### config.mk
export PLATFORM = sky130hd
export DESIGN_NAME = scan_counter
export DESIGN_NICKNAME = d
export VERILOG_FILES = /design/src/rtl/scan_counter.sv
export SDC_FILE = /design/constraint.sdc
export NUM_CORES = 1
export LEC_CHECK = 0
export BUFFER_PORTS_ARGS = -buffer_cell sky130_fd_sc_hd__buf_2
export CAP_MARGIN = 20
export CELL_PAD_IN_SITES_DETAIL_PLACEMENT = 2
export CELL_PAD_IN_SITES_GLOBAL_PLACEMENT = 2
export CORE_AREA = 4 4 44 46
export DETAILED_ROUTE_END_ITERATION = 12
export DIE_AREA = 0 0 48 50
export PLACE_DENSITY_LB_ADDON = 0.1
export SLEW_MARGIN = 20
export SYNTH_ARGS = -nofsm -noshare
export SYNTH_HDL_FRONTEND = slang
export SYNTH_SLANG_ARGS = --single-unit
### constraint.sdc
create_clock -name clk -period 1.37 [get_ports clk]
set_input_delay 0.137 -clock clk [delete_from_list [all_inputs] [get_ports clk]]
set_output_delay 0.137 -clock clk [all_outputs]
set_load 0.005 [all_outputs]
### src/rtl/scan_counter.sv
`default_nettype none
// ============================================================================
// Module      : scan_counter
// Description : Modulo-N up/down counter with clock prescaler, synchronous
//               clamped load, step/wrap strobes and registered one-hot decode.
//               Drives display digit multiplexing and operand selection.
// Revision    : 1.0 - initial release
// ============================================================================
module scan_counter #(
  parameter int WIDTH    = 2,
  parameter int MODULO   = 4,
  parameter int PRESCALE = 1
) (
  input  logic              clk,
  input  logic              rst_n,
  input  logic              en,
  input  logic              up_dn,
  input  logic              load,
  input  logic [WIDTH-1:0]  load_val,
  output logic [WIDTH-1:0]  count,
  output logic [MODULO-1:0] sel,
  output logic              tick,
  output logic              tc
);

  // Prescaler is at least one bit wide; with PRESCALE=1 it never leaves 0.
  localparam int                c_PRE_W    = (PRESCALE > 1) ? $clog2(PRESCALE) : 1;
  localparam logic [c_PRE_W-1:0] c_PRE_LAST = c_PRE_W'(PRESCALE - 1);
  localparam logic [WIDTH-1:0]   c_MAX      = WIDTH'(MODULO - 1);
  localparam logic [MODULO-1:0]  c_SEL_ONE  = {{(MODULO-1){1'b0}}, 1'b1};

  logic [WIDTH-1:0]   r_count;
  logic [MODULO-1:0]  r_sel;
  logic               r_tick;
  logic               r_tc;
  logic [c_PRE_W-1:0] r_pre;

  logic [WIDTH-1:0]   w_cnt_nxt;
  logic [MODULO-1:0]  w_sel_nxt;
  logic [c_PRE_W-1:0] w_pre_nxt;
  logic               w_step;
  logic               w_wrap;

  // Next-state: load beats stepping, stepping happens when the prescaler expires.
  always_comb begin
    w_cnt_nxt = r_count;
    w_pre_nxt = r_pre;
    w_step    = 1'b0;
    w_wrap    = 1'b0;
    if (load) begin
      w_pre_nxt = '0;
      w_cnt_nxt = (load_val > c_MAX) ? c_MAX : load_val;
    end else if (en) begin
      if (r_pre == c_PRE_LAST) begin
        w_pre_nxt = '0;
        w_step    = 1'b1;
      end else begin
        w_pre_nxt = r_pre + 1'b1;
      end
      if (w_step) begin
        if (up_dn) begin
          if (r_count == c_MAX) begin
            w_cnt_nxt = '0;
            w_wrap    = 1'b1;
          end else begin
            w_cnt_nxt = r_count + 1'b1;
          end
        end else begin
          if (r_count == '0) begin
            w_cnt_nxt = c_MAX;
            w_wrap    = 1'b1;
          end else begin
            w_cnt_nxt = r_count - 1'b1;
          end
        end
      end
    end
    // Decode from the next count so sel is registered in lockstep with count.
    w_sel_nxt = c_SEL_ONE << w_cnt_nxt;
  end

  // State register: count, decode, strobes and prescaler update together.
  always_ff @(posedge clk or negedge rst_n) begin
    if (!rst_n) begin
      r_count <= '0;
      r_sel   <= c_SEL_ONE;
      r_tick  <= 1'b0;
      r_tc    <= 1'b0;
      r_pre   <= '0;
    end else begin
      r_count <= w_cnt_nxt;
      r_sel   <= w_sel_nxt;
      r_tick  <= w_step;
      r_tc    <= w_wrap;
      r_pre   <= w_pre_nxt;
    end
  end

  assign count = r_count;
  assign sel   = r_sel;
  assign tick  = r_tick;
  assign tc    = r_tc;

endmodule
`default_nettype wire

# [Word level (Yosys, flattened, before mapping)]
# Cells that the tools add are included.
[op_classes] add_sub_neg=3 mux=21 reduce_logical=2 order_cmp=1 eq_ne=1 n_shift=1
[ops] operator="1-bit 2-to-1 mux" n=14
[ops] operator="2-bit 2-to-1 mux" n=7
[ops] operator="1-bit by 2-bit << shifter with 4-bit output, first input constant" n=1
[ops] operator="2-bit by 1-bit adder with 2-bit output, second input constant" n=1
[ops] operator="2-bit == test, second input constant" n=1
[ops] operator="2-bit > comparator, second input constant" n=1
[ops] operator="2-bit zero test" n=1
[ops] operator="2-bit nonzero test" n=1
[ops] operator="2-bit by 1-bit subtractor with 2-bit output, second input constant" n=1
[ops] operator="1-bit adder, second input constant" n=1
[word_totals] regBits=9 output_inout_bits=8

# [Longest topological paths before layout]
# Gate-level depths: netlist of run 1.
[logic_depth] word_depth=7 ltp_mapped=5 mapped_depth_nobuf=5

# [Worst setup path after synthesis of run 1]
# No wires, ideal clock.
[synth_timing] kind="reg2reg" start="reg r_count[0], in the netlist count[0]" end="reg r_sel[3], in the netlist sel[3]" stages_incl_launch_ff=6 period_less_slack_ns=1.450 n_path_buf=0 t_arrival_ns=1.331 slack_ns=-0.080 setup_ns=0.119 cell_sequence="dfrtp_1 inv_1 ha_1 xnor2_1 a221o_1 and2_1"
[synth_between] elab_chain_len=7 word_cells_on_any_way=11 classes_between="add/sub: 2; eq/ne: 1; shift: 1; mux: 6; reduce/logical: 1"
[synth_rtl] item="start, declared" line="32" source="logic [WIDTH-1:0] r_count;"
[synth_rtl] item="start signal, assigned" line="91" source="r_count <= w_cnt_nxt;"
[synth_rtl] item="2-bit by 1-bit subtractor with 2-bit output, or another cell as far along" line="73" source="w_cnt_nxt = r_count - 1'b1;"
[synth_rtl] item="2-bit 2-to-1 mux (on tied branches)" line="69, 62"
[synth_rtl] item="2-bit 2-to-1 mux (*)" line="61" source="if (up_dn) begin"
[synth_rtl] item="2-bit 2-to-1 mux (*)" line="60" source="if (w_step) begin"
[synth_rtl] item="2-bit 2-to-1 mux (*)" line="53" source="end else if (en) begin"
[synth_rtl] item="2-bit 2-to-1 mux (*)" line="50" source="if (load) begin"
[synth_rtl] item="net w_cnt_nxt[1]" line="38" source="logic [WIDTH-1:0] w_cnt_nxt;"
[synth_rtl] item="1-bit by 2-bit << shifter with 4-bit output (*)" line="79" source="w_sel_nxt = c_SEL_ONE << w_cnt_nxt;"
[synth_rtl] item="net w_sel_nxt[3]" line="39" source="logic [MODULO-1:0] w_sel_nxt;"
[synth_rtl] item="end signal, assigned" line="86" source="r_sel <= c_SEL_ONE;"
[synth_rtl] item="end signal, assigned" line="92" source="r_sel <= w_sel_nxt;"
[synth_rtl] item="end, declared" line="33" source="logic [MODULO-1:0] r_sel;"
# Mark *: on every way through the listed nets, which the timed path passes. The rest lies on a longest branch.
# A chain may end at the register's enable or synchronous reset.

# [Worst setup path in the final report of run 1]
# Ends and elaborated chain as after synthesis.

==> results of run 1 <==
==> sequential cells by signal, summed over array words and instances (netlist names) <==
name	flops
count	2
tick	1
sel	4
tc	1
==> per-stage QoR <==
step                      area (µm²)  util (%)  setup TNS (ns)  hold WS, ns
after detailed placement         434      28.8          -0.178      -0.0106
final                            470      31.2          -0.183        0.146
after global routing             470      31.2          -0.548        0.142
after floorplan                  329         -          -0.148       -0.159
after global placement           434      28.8         -0.0996      -0.0144
after CTS                        470      31.2          -0.276        0.132
==> placed cells by master, fill, tap and decap left out <==
master          n
buf_2          14
dfrtp_1         7
clkbuf_4        3
xnor2_1         2
nor2b_1         2
inv_1           2
ha_1            2
buf_4           2
nor2b_2         1
nor3b_1         1
a221o_1         1
nand2_1         1
o21ai_1         1
nor2_1          1
and2_1          1
o211a_1         1
mux2i_1         1
clkbuf_1        1
dlygate4sd3_1   1
dfstp_2         1
==> power breakdown <==
part / internal, W / switching, W
sequential: 0.000266 / 0.00000867
clock: 0.000111 / 0.0000798
combinational: 0.0000681 / 0.0000611
total: 0.000446 / 0.000150
==> worst register-to-register path: cells and delay by family, from the launching register on <==
kind                     cells  cell delay, ns
AND/OR/NAND/NOR              1            0.16
AO/OA/AOI/OAI                1            0.36
adder cells (fa/ha/maj)      1            0.30
flip-flops                   1            0.35
XOR/XNOR                     1            0.13
buffers and inverters        1            0.05
==> cells by family (layout without fill, tap and decap cells) <==
| group | Yosys count | in the layout |
|---|---|---|
| muxes | 1 | 1 |
| adders and majority gates | 2 | 2 |
| xor gates and xnor gates | 2 | 2 |
| DFF | 8 | 8 |
| and+or+nand+nor | 7 | 7 |
| buffers and inverters | 2 | 23 |
| AOI/OAI and AO/OA | 3 | 3 |
==> timing repair <==
action | in CTS | in global routing
hold buffers | 1 | 0
setup endpoints to repair | 4 | 5
pin swaps | 1 | 0
endpoints found under the hold margin | 8 | 0
==> layer usage <==
metal / up-vias / wire length [µm]
met5: - / 0
met4: 0 / 0
met1: 120 / 335
met3: 0 / 59
li1: 124 / -
met2: 11 / 348
==> worst paths after layout <==
path,from,endpoint,slack (ns),depth (start not counted)
setup / recovery,count[0],sel[3],-0.09,5
hold / removal,load,tick,0.15,2
hold reg to reg,count[0],count[0],0.77,3
max in group asynchronous,rst_n,sel[0],0.88,2
setup reg to reg,count[0],sel[3],-0.09,5
min in group asynchronous,rst_n,tick,0.25,2
==> area by class of cell <==
| type | instances | area (µm²) |
|---|---|---|
| clock buffers | 4 | 26.3 |
| fillers | 182 | 1040 |
| inverters | 2 | 7.51 |
| multi-input cells | 15 | 120 |
| flip-flops and latches | 8 | 201 |
| well taps | 16 | 20.0 |
| repair buffers | 17 | 95.1 |
==> impl_metrics.toml, run 1 <==
[synthesis]
synthMuxAreaShare_pct = 3.04
synth_top_family_by_area = "simple AND/OR/NAND/NOR gates"
ys_seq_area_share_pct = 61.2
synthFlopType = "dfrtp_1"
synthesis.area_um2 = 329
syn_inst = 25
yosysWarnings = 0
syn_area_per_cell_um2 = 13.2
ys_types = 15
syn_nets = 34
ys_top_cells_by_area = "dfrtp_1, dfstp_2, ha_1"
synth_compound_area_share_pct = 7.60
synth_common_cells = "dfrtp_1, ha_1, inv_1, nor2b_1, xnor2_1"
synth_edf_count = 0
synth_top_area_share_pct = 53.2
synthAdderAreaFrac_pct = 7.60
yosysMostFrequentCell = "dfrtp_1"
synthSimpleGateAreaFrac_pct = 12.9
async_flop_share_pct = 100
synth_xor_area_share_pct = 5.32
synth_top_area_cell = "dfrtp_1"
ys_seq_elements = 8

[global_routing]
grt_pass1_vias = 278
grt_max_degree = 9
use_met1_pct = 8.52
grt_antenna_before_repair = 0
top_usage_layer = "met2"
grtUsageMet2_pct = 9.91
grt_pass1_wl_um = 1190
gr-total-overflow = 0
track_usage_pct = 7.34
use_met3_pct = 3.64

[worst_setup_path]
path_cells = "inv_1, ha_1, xnor2_1, a221o_1, and2_1"
worst-path-max-fanout = 5
crit_family = "compound AO/OA/AOI/OAI gates"
cp_slowest_stage_delay_ns = 0.36
start_kind = "flop"
critPathRequiredTime_ns = 1.51
crit_type = "reg2reg"
crit_buf_inv = 1
crit_slowest_cell = "a221o_1"
critical_path_arrival_ns = 1.59
endpoint_kind = "flop"

[sta]
fin_skew_ns = 0.00648
period_minus_slack_ns = 1.46
fmax_mhz = 685
hold_viol = 0
rsz0062_at_grt = "yes"
setup_slack_ns = -0.0892
finalSetupViolations = 4
finalCritPeriodShare_pct = 107
slew_headroom_pct = 84.5
tightest_slew_ns = 0.232
drv_slew = 0

[clock_network]
h-tree-depth = 1
cts_tree = "yes"
clk_pin_slew_ns = 0.06
cts_resized = 0
clock-sinks = 8
postCtsSetupBuffers = 0
numCtsBuffers = 3
cts_buffer_depth = 2
clock_latency_ns = 0.25
cts_root_buf = "clkbuf_4"

[detailed_routing]
drtPass1Iterations = 1
vias = 255
drt_iter0_drc = 0
drt-total-wl_um = 744
drc_errors = 0
vias_per_cell = 4.11
wl_per_cell_um = 12.0
ant_nets = 0

[power_and_ir_drop]
total_leakage_power_nw = 0.255
peakVddDrop_mv = 0.402
power_w = 0.000595
powerDensity_nw_per_um2 = 1270

[placed_design]
dp_slack_ns = -0.0867
dpl.cell_count = 57
gp_congestion = 0.730
io_buffers = 14

[finish]
final_cells = 62
nets = 56
n_antenna_cell = 0
syn2layout_area_growth_pct = 43.0
drive_gt1_share_pct = 45.7

[die]
start_util_pct = 21.8
coreArea_um2 = 1510
rows = 14
die-width_um = 48
die_height_um = 50
dieArea_um2 = 2400
pin_count = 15

[run_status]
status = "finished, violations left"
failed_checks = "negative setup slack"

[flow_run]
maxCapViolCount = 0

[hold_path]
hp-class = "in2reg"
(Power assumes the default switching activity.)
==> run 2: changes to the inputs <==
ABC_AREA = 1   (was not set)
CORE_AREA = 4 4 47 49   (was 4 4 44 46)
DIE_AREA = 0 0 51 53   (was 0 0 48 50)
==> run 2 against run 1 <==
The run now ends clean. Critical path type unchanged. Highest routed layer unchanged. Global-route usage fell by 0.15 points. Combinational power barely moved. Worst hold slack got worse by 0.021 ns. Wire length rose by 14%. Power fell by 2.2%. Flip-flop and latch count did not move.
==> impl_metrics.toml, run 2 <==
[run_status]
status = "finished, final reports clean"

[power_and_ir_drop]
peakVddDrop_mv = 0.268
p_switching_w = 0.000152
total_leakage_power_nw = 0.298
p_sw_share_pct = 26.1
comb_power_share_pct = 22.3
p_int_w = 0.000430
p_seq_share_pct = 46.2
p_clk_share_pct = 31.6
powerDensity_nw_per_um2 = 1100

[sta]
slew_headroom_pct = 83.9
finalCritPeriodShare_pct = 89.7
fin_skew_ns = 0.00912
hold_viol = 0
tns_ns = 0
rsz0062_at_grt = "no"
finalSetupViolations = 0
fmax_mhz = 814
period_minus_slack_ns = 1.23
drv_slew = 0
tightest_slew_ns = 0.239

[clock_network]
postCtsSetupBuffers = 0
numCtsBuffers = 3
clock-sinks = 8
cts_tree = "yes"
cts_root_buf = "clkbuf_4"
h-tree-depth = 1
cts_buffer_depth = 2
clock_latency_ns = 0.25
clk_pin_slew_ns = 0.06

[flow_run]
maxCapViolCount = 0

[die]
coreArea_um2 = 1860
die_height_um = 53
pin_count = 15
rows = 16
dieArea_um2 = 2700
start_util_pct = 19.3
die-width_um = 51

[worst_setup_path]
critical_path_arrival_ns = 1.36
worst-path-max-fanout = 3
critPathRequiredTime_ns = 1.50
start_kind = "flop"
endpoint_kind = "flop"
crit_type = "reg2reg"

[synthesis]
async_flop_share_pct = 100
ys_seq_area_share_pct = 56.1
synthesis.area_um2 = 359
ys_seq_elements = 8
syn_nets = 50
yosysWarnings = 0
synth_top_area_cell = "dfrtp_1"
yosysMostFrequentCell = "nand2_1"
synth_top_area_share_pct = 48.8
synth_edf_count = 0
ys_types = 12
syn_area_per_cell_um2 = 8.76
synthFlopType = "dfrtp_1"
syn_inst = 41
synth_common_cells = "nand2_1, dfrtp_1, inv_1"
ys_top_cells_by_area = "dfrtp_1, nand2_1, dfstp_2"

[finish]
drive_gt1_share_pct = 45.2
nets = 72
multi_input_area_um2 = 148
n_antenna_cell = 0
final_common_cell = "buf_2"
syn2layout_area_growth_pct = 47.7
largest_reg_flops = 4
final_cells = 89
layout_common_cells = "buf_2, nand2_1, dfrtp_1"
seqCellArea_um2 = 201
fillers = 226

[hold_path]
hp-class = "in2reg"

[detailed_routing]
drt-total-wl_um = 845
drt_iter0_drc = 3
drtPass1Iterations = 2
vias_per_cell = 3.72
wl_per_cell_um = 9.49
ant_nets = 0
drc_errors = 0
vias = 331

[global_routing]
gr-total-overflow = 0
grt_max_degree = 9
grt_antenna_before_repair = 0
grt_pass1_vias = 340
track_usage_pct = 7.18
grt_pass1_wl_um = 1460

[placed_design]
gp_congestion = 0.613
io_buffers = 14
dpl.hpwl_um = 789
dpl.cell_count = 84
## run 2: cell count changes in the layout (fill, tap and decap cells not counted), moves of 2 or more
cell,before,now
a21oi_1,0,2
inv_1,2,5
inv_2,0,2
nand2_1,1,9
nand2_2,0,2
nor2_1,1,4
nor2b_1,2,0
xnor2_1,2,0
## run 2: metrics by stage
step | power (W) | area [µm²] | worst slack, ns | hold slack, ns | util (%)
floorplan | 0.000330 | 359 | 0.171 | -0.159 | -
global placement | 0.000392 | 478 | 0.0960 | -0.0177 | 25.7
detailed placement | 0.000395 | 478 | 0.104 | -0.0177 | 25.7
CTS | 0.000589 | 514 | 0.0682 | 0.123 | 27.6
global route | 0.000628 | 531 | 0.00468 | 0.138 | 28.5
finish | 0.000582 | 531 | 0.141 | 0.126 | 28.5
## run 2: cells by family after synthesis
family / share of synthesized area [%]
and+or+nand+nor: 25.4
buffers and inverters: 7.32
adders and majority gates: 6.97
AOI/OAI and AO/OA: 4.18
DFF: 56.1
## run 2: timing repair
| action | CTS | global route |
|---|---|---|
| setup endpoints to repair | 0 | 5 |
| resized for setup | 0 | 6 |
| hold buffers | 1 | 0 |
| endpoints found under the hold margin | 8 | 0 |
## run 2: final timing paths
check | depth (start not counted) | slack [ns] | start | to
max reg2reg | 8 | 0.14 | count[0] | count[1]
min in group asynchronous | 2 | 0.25 | rst_n | count[0]
max in group asynchronous | 2 | 0.88 | rst_n | sel[0]
max | 8 | 0.14 | count[0] | count[1]
min | 2 | 0.13 | load | tick
min reg2reg | 4 | 0.70 | count[1] | sel[0]
## run 2: per-layer routing
layer | up-vias | global-route usage [%] | routed length, µm
met4 | 0 | 4.04 | 0
met5 | - | 0 | 0
met2 | 12 | 11.6 | 410
li1 | 166 | - | -
met1 | 153 | 9.06 | 367
met3 | 0 | 1.13 | 66
## run 2: area by class of cell
| cell class | instances | area share [%] |
|---|---|---|
| repair buffers | 17 | 17.9 |
| inverters | 7 | 4.95 |
| clock buffers | 4 | 4.95 |
| multi-input cells | 26 | 27.8 |
| flip-flops and latches | 8 | 38.0 |
| well taps | 27 | 6.37 |
## run 2: power groups by stage
stage	clock network, W	registers [W]	logic, W
2_1_floorplan	0	0.000279	0.0000512
3_3_place_gp	0	0.000271	0.000120
3_5_place_dp	0	0.000272	0.000122
4_1_cts	0.000196	0.000269	0.000125
5_1_grt	0.000204	0.000272	0.000152
6_report	0.000184	0.000269	0.000130
## run 2: worst max-delay path: stages (launching register included)
cell,delay [ns]
dfrtp_1,0.37
inv_2,0.05
ha_1,0.28
inv_1,0.06
nand2_1,0.06
nand3_2,0.08
nand2_2,0.07
nand2_2,0.10
inv_1,0.05
==> run 3: changes to the inputs <==
PLACE_DENSITY = 0.66   (was not set)
PLACE_DENSITY_LB_ADDON = not set   (was 0.1)
SETUP_SLACK_MARGIN = 0.5   (was not set)
==> run 3 against run 2 <==
Worst hold slack gained 0.011 ns. Flip-flop and latch count unchanged. Clock power about the same. Sequential power about the same. First-iteration DRC count decreased by 33%. Critical path depth is the same. Worst setup slack gained 0.055 ns. Highest routed layer unchanged.
==> impl_metrics.toml, run 3 (same netlist as run 2, synthesis figures left out) <==
[global_routing]
grt_pass1_vias = 397
gr-total-overflow = 0
grt_antenna_before_repair = 0
top_usage_layer = "met2"
use_met3_pct = 3.66
track_usage_pct = 8.56
grt_pass1_wl_um = 1680
use_met1_pct = 9.08
grt_max_degree = 9
grtUsageMet2_pct = 14.6

[die]
rows = 16
pin_count = 15
die_height_um = 53
dieArea_um2 = 2700
start_util_pct = 19.3
coreArea_um2 = 1860
die-width_um = 51

[sta]
rsz0062_at_grt = "yes"
worst_hold_slack_ns = 0.137
slew_headroom_pct = 83.6
finalCritPeriodShare_pct = 85.7
tightest_slew_ns = 0.244
hold_viol = 0
period_minus_slack_ns = 1.17
tns_ns = 0
fmax_mhz = 852
finalSetupViolations = 0
fin_skew_ns = 0.00632
drv_slew = 0

[power_and_ir_drop]
total_leakage_power_nw = 0.317
peakVddDrop_mv = 0.429
powerDensity_nw_per_um2 = 1050

[worst_setup_path]
worst-path-max-fanout = 3
start_kind = "flop"
critPathRequiredTime_ns = 1.55
crit_family = "simple AND/OR/NAND/NOR gates"
crit_buf_inv = 2
crit_type = "reg2reg"
path_cells = "inv_2, ha_4, inv_2, nand2_2, nand3_2, nand2_4, nand2_4, nor2_2"
cp_slowest_stage_delay_ns = 0.37
crit_slowest_cell = "dfrtp_1"
critical_path_arrival_ns = 1.36
endpoint_kind = "flop"

[detailed_routing]
drtPass1Iterations = 2
drt_iter0_drc = 2
ant_nets = 0
wl_per_cell_um = 10.4
vias = 359
drt-total-wl_um = 949
vias_per_cell = 3.95
drc_errors = 0

[clock_network]
h-tree-depth = 1
clock_latency_ns = 0.25
clk_pin_slew_ns = 0.05
clock-sinks = 8
cts_buffer_depth = 2
numCtsBuffers = 3
cts_root_buf = "clkbuf_4"
cts_tree = "yes"

[finish]
final_common_cell = "buf_2"
syn2layout_area_growth_pct = 67.9
drive_gt1_share_pct = 60.9
n_antenna_cell = 0
utilization_pct = 32.4
nets = 74
largest_reg_flops = 4
layout_common_cells = "buf_2, dfrtp_1, nand2_1"

[placed_design]
gp_congestion = 0.597
dpl.hpwl_um = 742
io_buffers = 14

[flow_run]
maxCapViolCount = 0

[run_status]
status = "finished, final reports clean"

[hold_path]
hp-class = "in2reg"
-- run 3: changes by cell type in the layout (fill, tap and decap cells not counted), moves of 2 or more --
cell	delta
inv_1	-2
nand2_4	+3
nand2_1	-3
inv_2	+2
-- run 3: final timing paths --
| kind | startpoint | end | slack, ns | cells past startpoint |
|---|---|---|---|---|
| setup / recovery | count[0] | sel[2] | 0.20 | 8 |
| hold / removal | load | tick | 0.14 | 2 |
| setup reg to reg | count[0] | sel[2] | 0.20 | 8 |
| hold reg to reg | count[1] | sel[0] | 0.77 | 4 |
| max in group asynchronous | rst_n | sel[0] | 0.88 | 2 |
| min in group asynchronous | rst_n | count[1] | 0.25 | 2 |
-- run 3: repair_timing --
item / CTS / global route
buffers inserted: 2 / 1
pin swaps: 6 / 6
endpoints found under the setup margin: 12 / 15
endpoints found under the hold margin: 8 / 0
hold buffers: 1 / 0
gates resized for setup: 9 / 11
-- run 3: metal layers --
metal	part of all wire, %	up-vias	routed length [µm]
li1	-	170	-
met1	42	178	394
met2	52	11	494
met3	6.4	0	61
met4	0	0	0
met5	0	-	0
-- run 3: final cells by class --
type	count	area, µm²
fillers	226	1260
flip-flops and latches	8	201
multi-input cells	26	201
repair buffers	19	114
well taps	27	33.8
clock buffers	4	26.3
inverters	7	26.3
-- run 3: stage by stage --
step                power (W)  instances  instance area [µm²]  setup WS (ns)
CTS                  0.000621         90                  551          0.174
global route         0.000688         91                  603          0.127
finish               0.000631         91                  603          0.196
global placement     0.000385         83                  470         0.0760
floorplan            0.000330         41                  359          0.182
detailed placement   0.000390         83                  470         0.0263
-- run 3: power breakdown --
| group | switching, W | total, W | internal, W | leakage (nW) |
|---|---|---|---|---|
| combinational | 0.0000934 | 0.000175 | 0.0000816 | 0.204 |
| clock | 0.0000757 | 0.000187 | 0.000111 | 0.0150 |
| sequential | 0.00000828 | 0.000270 | 0.000261 | 0.0981 |
| total | 0.000177 | 0.000631 | 0.000454 | 0.317 |
